### src/rtl/sync_fifo_ctrl.sv
// sync_fifo_ctrl: single-clock FIFO controller with internal register storage.
//   Generic width/depth, occupancy count, almost-full/almost-empty thresholds,
//   sticky overflow/underflow flags and a synchronous flush (clear).
//   All flags are registered and reflect post-edge state.
// Optional feature macro: SYNC_FIFO_FWFT_EN
//   undefined : rdata registered, valid one cycle after an accepted rinc
//   defined   : first-word fall-through, rdata shows mem[rptr] while not empty
// Ports:
//   wclk, wrst_n         clock, async active-low reset
//   clear                synchronous flush (priority over winc/rinc)
//   winc, wdata          write request / data
//   rinc, rdata          read request / data
//   wfull, rempty        full / empty
//   walmost_full         count >= AF_THRESH
//   ralmost_empty        count <= AE_THRESH
//   count                occupancy 0..DEPTH
//   overflow, underflow  sticky write-while-full / read-while-empty
module sync_fifo_ctrl #(
  parameter int unsigned DATA_WIDTH = 8,
  parameter int unsigned ADDR_WIDTH = 4,
  parameter int unsigned AF_THRESH  = 14,
  parameter int unsigned AE_THRESH  = 2
) (
  input  logic                  wclk,
  input  logic                  wrst_n,
  input  logic                  clear,
  input  logic                  winc,
  input  logic [DATA_WIDTH-1:0] wdata,
  input  logic                  rinc,
  output logic [DATA_WIDTH-1:0] rdata,
  output logic                  wfull,
  output logic                  rempty,
  output logic                  walmost_full,
  output logic                  ralmost_empty,
  output logic [ADDR_WIDTH:0]   count,
  output logic                  overflow,
  output logic                  underflow
);

  localparam int unsigned DEPTH = 1 << ADDR_WIDTH;
  localparam int unsigned PW    = ADDR_WIDTH + 1;

  logic [DATA_WIDTH-1:0] r_mem [DEPTH];
  logic [PW-1:0]         r_wptr;
  logic [PW-1:0]         r_rptr;
  logic [PW-1:0]         r_count;
  logic                  r_wfull;
  logic                  r_rempty;
  logic                  r_afull;
  logic                  r_aempty;
  logic                  r_overflow;
  logic                  r_underflow;

  logic                  w_wr_acc;
  logic                  w_rd_acc;
  logic [PW-1:0]         w_wptr_nxt;
  logic [PW-1:0]         w_rptr_nxt;
  logic [PW-1:0]         w_count_nxt;
  logic [PW-1:0]         w_ptr_xor;

  // Accept decisions and next pointer/count values
  always_comb begin
    w_wr_acc    = winc & ~r_wfull;
    w_rd_acc    = rinc & ~r_rempty;
    w_wptr_nxt  = r_wptr;
    w_rptr_nxt  = r_rptr;
    w_count_nxt = r_count;
    if (w_wr_acc) w_wptr_nxt = r_wptr + PW'(1);
    if (w_rd_acc) w_rptr_nxt = r_rptr + PW'(1);
    if (w_wr_acc && !w_rd_acc) w_count_nxt = r_count + PW'(1);
    if (w_rd_acc && !w_wr_acc) w_count_nxt = r_count - PW'(1);
    // Full when pointers differ only in the wrap bit
    w_ptr_xor   = w_wptr_nxt ^ w_rptr_nxt;
  end

  // Pointers, count, flags and sticky errors
  always_ff @(posedge wclk or negedge wrst_n) begin
    if (!wrst_n) begin
      r_wptr      <= '0;
      r_rptr      <= '0;
      r_count     <= '0;
      r_wfull     <= 1'b0;
      r_rempty    <= 1'b1;
      r_afull     <= 1'b0;
      r_aempty    <= 1'b1;
      r_overflow  <= 1'b0;
      r_underflow <= 1'b0;
    end else if (clear) begin
      r_wptr      <= '0;
      r_rptr      <= '0;
      r_count     <= '0;
      r_wfull     <= 1'b0;
      r_rempty    <= 1'b1;
      r_afull     <= 1'b0;
      r_aempty    <= 1'b1;
      r_overflow  <= 1'b0;
      r_underflow <= 1'b0;
    end else begin
      r_wptr   <= w_wptr_nxt;
      r_rptr   <= w_rptr_nxt;
      r_count  <= w_count_nxt;
      r_wfull  <= (w_ptr_xor == {1'b1, {ADDR_WIDTH{1'b0}}});
      r_rempty <= (w_ptr_xor == '0);
      r_afull  <= (w_count_nxt >= PW'(AF_THRESH));
      r_aempty <= (w_count_nxt <= PW'(AE_THRESH));
      if (winc && r_wfull)  r_overflow  <= 1'b1;
      if (rinc && r_rempty) r_underflow <= 1'b1;
    end
  end

  // Storage array, intentionally not reset
  always_ff @(posedge wclk) begin
    if (w_wr_acc && !clear) r_mem[r_wptr[ADDR_WIDTH-1:0]] <= wdata;
  end

`ifdef SYNC_FIFO_FWFT_EN
  // Head word presented directly from storage; zero while empty
  assign rdata = r_rempty ? '0 : r_mem[r_rptr[ADDR_WIDTH-1:0]];
`else
  logic [DATA_WIDTH-1:0] r_rdata;

  // Registered read; holds across clear and idle cycles
  always_ff @(posedge wclk or negedge wrst_n) begin
    if (!wrst_n)                 r_rdata <= '0;
    else if (w_rd_acc && !clear) r_rdata <= r_mem[r_rptr[ADDR_WIDTH-1:0]];
  end

  assign rdata = r_rdata;
`endif

  assign wfull         = r_wfull;
  assign rempty        = r_rempty;
  assign walmost_full  = r_afull;
  assign ralmost_empty = r_aempty;
  assign count         = r_count;
  assign overflow      = r_overflow;
  assign underflow     = r_underflow;

endmodule

### config.mk
export PLATFORM = sky130hd
export DESIGN_NAME = sync_fifo_ctrl
export DESIGN_NICKNAME = d
export VERILOG_FILES = /design/src/rtl/sync_fifo_ctrl.sv
export SDC_FILE = /design/constraint.sdc
export NUM_CORES = 1
export LEC_CHECK = 0
export ABC_AREA = 0
export CORE_UTILIZATION = 50
export DETAILED_ROUTE_END_ITERATION = 8
export GPL_TIMING_DRIVEN = 1
export PLACE_DENSITY = 0.68
export SKIP_LAST_GASP = 1
export SLEW_MARGIN = 20
export SYNTH_ARGS = -nofsm -noshare
export SYNTH_HDL_FRONTEND = slang
export SYNTH_SLANG_ARGS = --single-unit
### constraint.sdc
create_clock -name wclk -period 2.8 [get_ports wclk]
set_input_delay 0.56 -clock wclk [delete_from_list [all_inputs] [get_ports wclk]]
set_output_delay 0.56 -clock wclk [all_outputs]
set_load 0.01 [all_outputs]
**Word-level counts from Yosys, hierarchy flattened**

Memories as Yosys holds them, arrays and structs flattened. A register that Yosys moved wholly into a read port is not among the register bits.
Index checks and enable logic that the tools add are counted.

- RAM bits: 128
- Input bits: 13
- Output and inout bits: 19
- Register bits: 21
- Word-level logic and storage cells: 52
- Memories kept: 1

- $lt $le $gt $ge: 2
- Multiplexer cells: 17
- Reductions and logical operators: 13
- Add/subtract/negate cells: 4
- Equal/unequal tests: 1
- Bitwise logic cells: 5

Memory list:

| memory | depth | bits a word | rd ports | clocked after memory_dff | write ports | RTL line | source |
|---|---|---|---|---|---|---|---|
| r_mem | 16 | 8 | 1 | 1 | 1 | 43 | `logic [DATA_WIDTH-1:0] r_mem [DEPTH];` |

Operators with widths:

| kind | count |
|---|---|
| $mux 5 | 7 |
| $add 5x1->5 const B | 3 |
| $mux 1 | 10 |
| $logic_and 1x1->1 | 6 |
| $eq 5x5->1 const B | 1 |
| $ge 5x4->1 const B | 1 |
| $le 5x2->1 const B | 1 |
| $logic_not 5->1 | 1 |
| $sub 5x1->5 const B | 1 |
| $xor 5x5->5 | 1 |
| $logic_not 1->1 | 4 |
| $reduce_bool 2->1 | 2 |
| $and 1x1->1 | 2 |
| $not 1->1 | 2 |

**Logic depth before layout (Yosys ltp)**

- Word-level depth: 8
- Depth in mapped cells: 7
- Gate-level depth less buffers: 7

**Worst setup path after synthesis**

No wires, ideal clock.

- Kind: input port to flip-flop
- Start point: input port clear
- End point: memory r_mem[5][0] (enable)
- Library setup time: 0.370 ns
- Path slack: 1.052 ns
- Stages on the path: 4
- Required time: 2.430 ns
- Path buffers: 1
- Data arrival time: 1.378 ns
- Path through: clkbuf_1 nor2_1 nand2_1 nor2_1

- Cells in the longest elaborated chain, start to end: 4

RTL lines:

| item | RTL line | source |
|---|---|---|
| from (decl) | 26 | `input logic clear,` |
| $logic_not 1->1 | 113 | `if (w_wr_acc && !clear) r_mem[r_wptr[ADDR_WIDTH-1:0]] <= wdata;` |
| $logic_and 1x1->1 | 113 |  |
| $mux 1 | 113 |  |
| $mux 1 (implied by the code) | 113 |  |
| to (decl) | 43 |  |

Every way passes these cells.

==> flow_summary.ini <==
[finish]
fillers = 913
synthToLayoutAreaGrowth_pct = 18.99
drive_above_1_share_pct = 19.72
nNetsFinal = 433
diodes = 0

[floorplan]
ios = 32
fp-row-count = 41
dieArea_sq_um = 13290
core_sq_um = 12570
fp.dieW_um = 115.3
start_util_pct = 51.06
die_h_um = 115.3

[timing]
post-route-period-util_pct = 75.75
drv_slew = 0
slew-limit-headroom_pct = 45.53
setup_tns_ns = 0
hold_viol = 0
period_minus_slack_ns = 2.121
fin_skew_ns = 0.008898
finalSetupViolCount = 0
tightestPinTransition_ns = 0.8146
setup_ws_ns = 0.6790
max_freq_mhz = 471.5
rsz0062_at_grt = false

[grt]
antenna_found_initial = 0
grt_util_met1_pct = 27.38
grt_max_degree = 35
grt_overflow = 0
grt_pass1_wl_um = 18610
use_met3_pct = 4.744
gr-max-usage-layer = met2
grt_usage_pct = 19.91
first_global_vias = 3307
grt_util_met2_pct = 30.44

[cts]
cts_buffers = 17
cts_resized = 0
postCtsHoldBufs = 0
root_buffer = clkbuf_16
clkLatencyLatePin_ns = 0.42
cts_setup_buffers = 0
clock-sinks = 157
clockBufferDepth = 2
htree_levels = 4
cts_tree = done
cts.clk_slew.worst_paths_ns = 0.06

[setup_path]
crit_required_ns = 3.08
crit_type = flop to flop
cp-start-kind = flop
cp_max_fo = 32
cp.arrival_ns = 2.40
cp-end-kind = flop

[pwr]
leakage_nw = 2.675
pwr-share-clk_pct = 40.0
p_int_mw = 4.426
p_sw_share_pct = 22.76
ir_drop_uv = 317.9
seq_power_share_pct = 47.2
powerDensity_nw_per_um2 = 750.4
p_comb_share_pct = 12.8
switching_power_mw = 1.304

[yosys]
syn-cell-area_sq_um = 6417
mappedNetlistNets = 375
synthCells = 355
syn_area_per_cell_sq_um = 18.08
yosysSeqAreaShare_pct = 71.24
ys_types = 36
yosys_warnings = 0
ys_ff_latch = 157

[place]
gp_congestion = 0.7715
place_ws_ns = 0.3691
hpwl_um = 7582
port_buffers = 31

[detailed_routing]
drt_iter0_markers = 203
drc = 0
drt-total-wl_um = 11880
postRouteAntennaNets = 0
drt-vias-per-instance = 5.487
dr.pass1.iters = 4
via_count = 3281
wl_per_cell_um = 19.86

[status]
status = complete, no violations

[run]
max_cap_violations = 0

[worst_hold_path]
hold_path.class = flop to flop
[metal layers]
metal	vias to the layer above	wire length, um
met5	-	0
met4	0	244
met3	22	400
met2	73	5843
met1	1677	5389
li1	1509	-
[logic make-up after synthesis]
logic type	count (synthesis)	share of synthesized area (%)
AND/OR/NAND/NOR	78	5.459
flip-flops	157	71.24
adder cells (fa/ha/maj)	7	1.365
XOR/XNOR	18	2.457
multiplexers	37	12.65
AO/OA/AOI/OAI	34	4.641
buffers and inverters	24	2.183
[critical path, stage by stage (launching register included)]
cell and delay [ns]:
dfrtp_2 0.45, buf_12 0.27, mux4_1 0.59, a22o_1 0.29, a221oi_2 0.27, o21ai_1 0.09
[cells in the mapped netlist]
| master | n | share of area, % |
|---|---|---|
| clkbuf_1 | 4 | 0.23 |
| o31ai_1 | 1 | 0.12 |
| ha_1 | 7 | 1.4 |
| mux2i_1 | 5 | 0.78 |
| buf_2 | 3 | 0.23 |
| o21a_1 | 1 | 0.12 |
| nand2_1 | 17 | 0.99 |
| and2_1 | 2 | 0.19 |
| nand4_1 | 4 | 0.39 |
| buf_6 | 3 | 0.53 |
| nor2b_1 | 4 | 0.39 |
| a221oi_2 | 8 | 1.9 |
| nor3_1 | 3 | 0.23 |
| o21ai_1 | 9 | 0.70 |
| inv_1 | 8 | 0.47 |
| xor2_1 | 10 | 1.4 |
| xnor2_1 | 8 | 1.1 |
| nand3_1 | 6 | 0.47 |
| buf_1 | 3 | 0.18 |
| buf_12 | 1 | 0.31 |
| o32ai_1 | 1 | 0.14 |
| nor2_1 | 36 | 2.1 |
| mux4_1 | 11 | 4.5 |
| nand2b_1 | 2 | 0.19 |
| edfxtp_1 | 128 | 60 |
| mux4_2 | 21 | 7.4 |
| dfrtp_1 | 27 | 11 |
| a21oi_1 | 4 | 0.31 |
| nor4bb_1 | 1 | 0.16 |
| nand3b_1 | 2 | 0.23 |
| dfstp_2 | 2 | 0.82 |
| a41o_1 | 1 | 0.16 |
| buf_4 | 2 | 0.23 |
| and3_1 | 1 | 0.098 |
| a22o_1 | 8 | 1.1 |
| o22a_1 | 1 | 0.14 |
[power by group through the flow]
stage / clock [mW] / combinational, mW / sequential [mW]
floorplan: 0 / 0.411 / 2.78
global placement: 0 / 0.733 / 2.75
detailed placement: 0 / 0.743 / 2.75
CTS: 2.34 / 0.745 / 2.71
global route: 2.43 / 0.801 / 2.72
finish: 2.29 / 0.733 / 2.70
[state kept, by name, summed over array words and instances, names as in the netlist]
register / cells
wfull: 1
rempty: 1
rdata: 8
walmost_full: 1
ralmost_empty: 1
underflow: 1
count: 5
r_mem: 128
overflow: 1
r_wptr: 5
r_rptr: 5
[path summary, 6_finish.rpt]
check	from	depth (start not counted)	slack, ns	end
max reg2reg	r_rptr[0]	5	0.68	rdata[7]
max in group asynchronous	wrst_n	2	1.55	rdata[5]
max	r_rptr[0]	5	0.68	rdata[7]
min reg2reg	rdata[7]	2	0.48	rdata[7]
min in group asynchronous	wrst_n	1	0.61	r_wptr[1]
min	rdata[7]	2	0.48	rdata[7]
[metrics by stage]
| step | cells | util [%] | instance area (sq um) | hold slack (ns) | power, mW |
|---|---|---|---|---|---|
| floorplan | 355 | - | 6417 | 0.2644 | 3.190 |
| global placement | 566 | 56.01 | 7039 | 0.4670 | 3.480 |
| detailed placement | 566 | 56.01 | 7039 | 0.4742 | 3.496 |
| CTS | 598 | 60.76 | 7636 | 0.4876 | 5.793 |
| global route | 598 | 60.76 | 7636 | 0.5026 | 5.948 |
| finish | 598 | 60.76 | 7636 | 0.4811 | 5.730 |
[cell usage in the layout, fill, tap and decap left out, drive strengths merged, types with 2 or more instances in the layout]
cell,count
dfrtp,27
nand4,4
clkinv,6
clkbuf,18
a21oi,4
nor2,36
inv,10
clkdlybuf4s50,31
nand2b,2
mux4,32
nor2b,4
a221oi,8
bufinv,3
xor2,10
buf,24
and2,2
nand3b,2
edfxtp,128
ha,7
xnor2,8
clkinvlp,3
nand3,6
a22o,8
o21ai,9
dfstp,2
nand2,17
mux2i,5
nor3,3
[final cells by class]
class | count | area, sq um | area share, %
Sequential cell | 157 | 4573 | 59.89
Timing Repair Buffer | 55 | 515.5 | 6.751
Multi-Input combinational cell | 174 | 1705 | 22.33
Clock inverter | 14 | 167.7 | 2.196
Inverter | 8 | 30.03 | 0.3932
Clock buffer | 18 | 429.2 | 5.620
Tap cell | 172 | 215.2 | 2.818
Note: power is estimated with default switching activity, not from simulation.
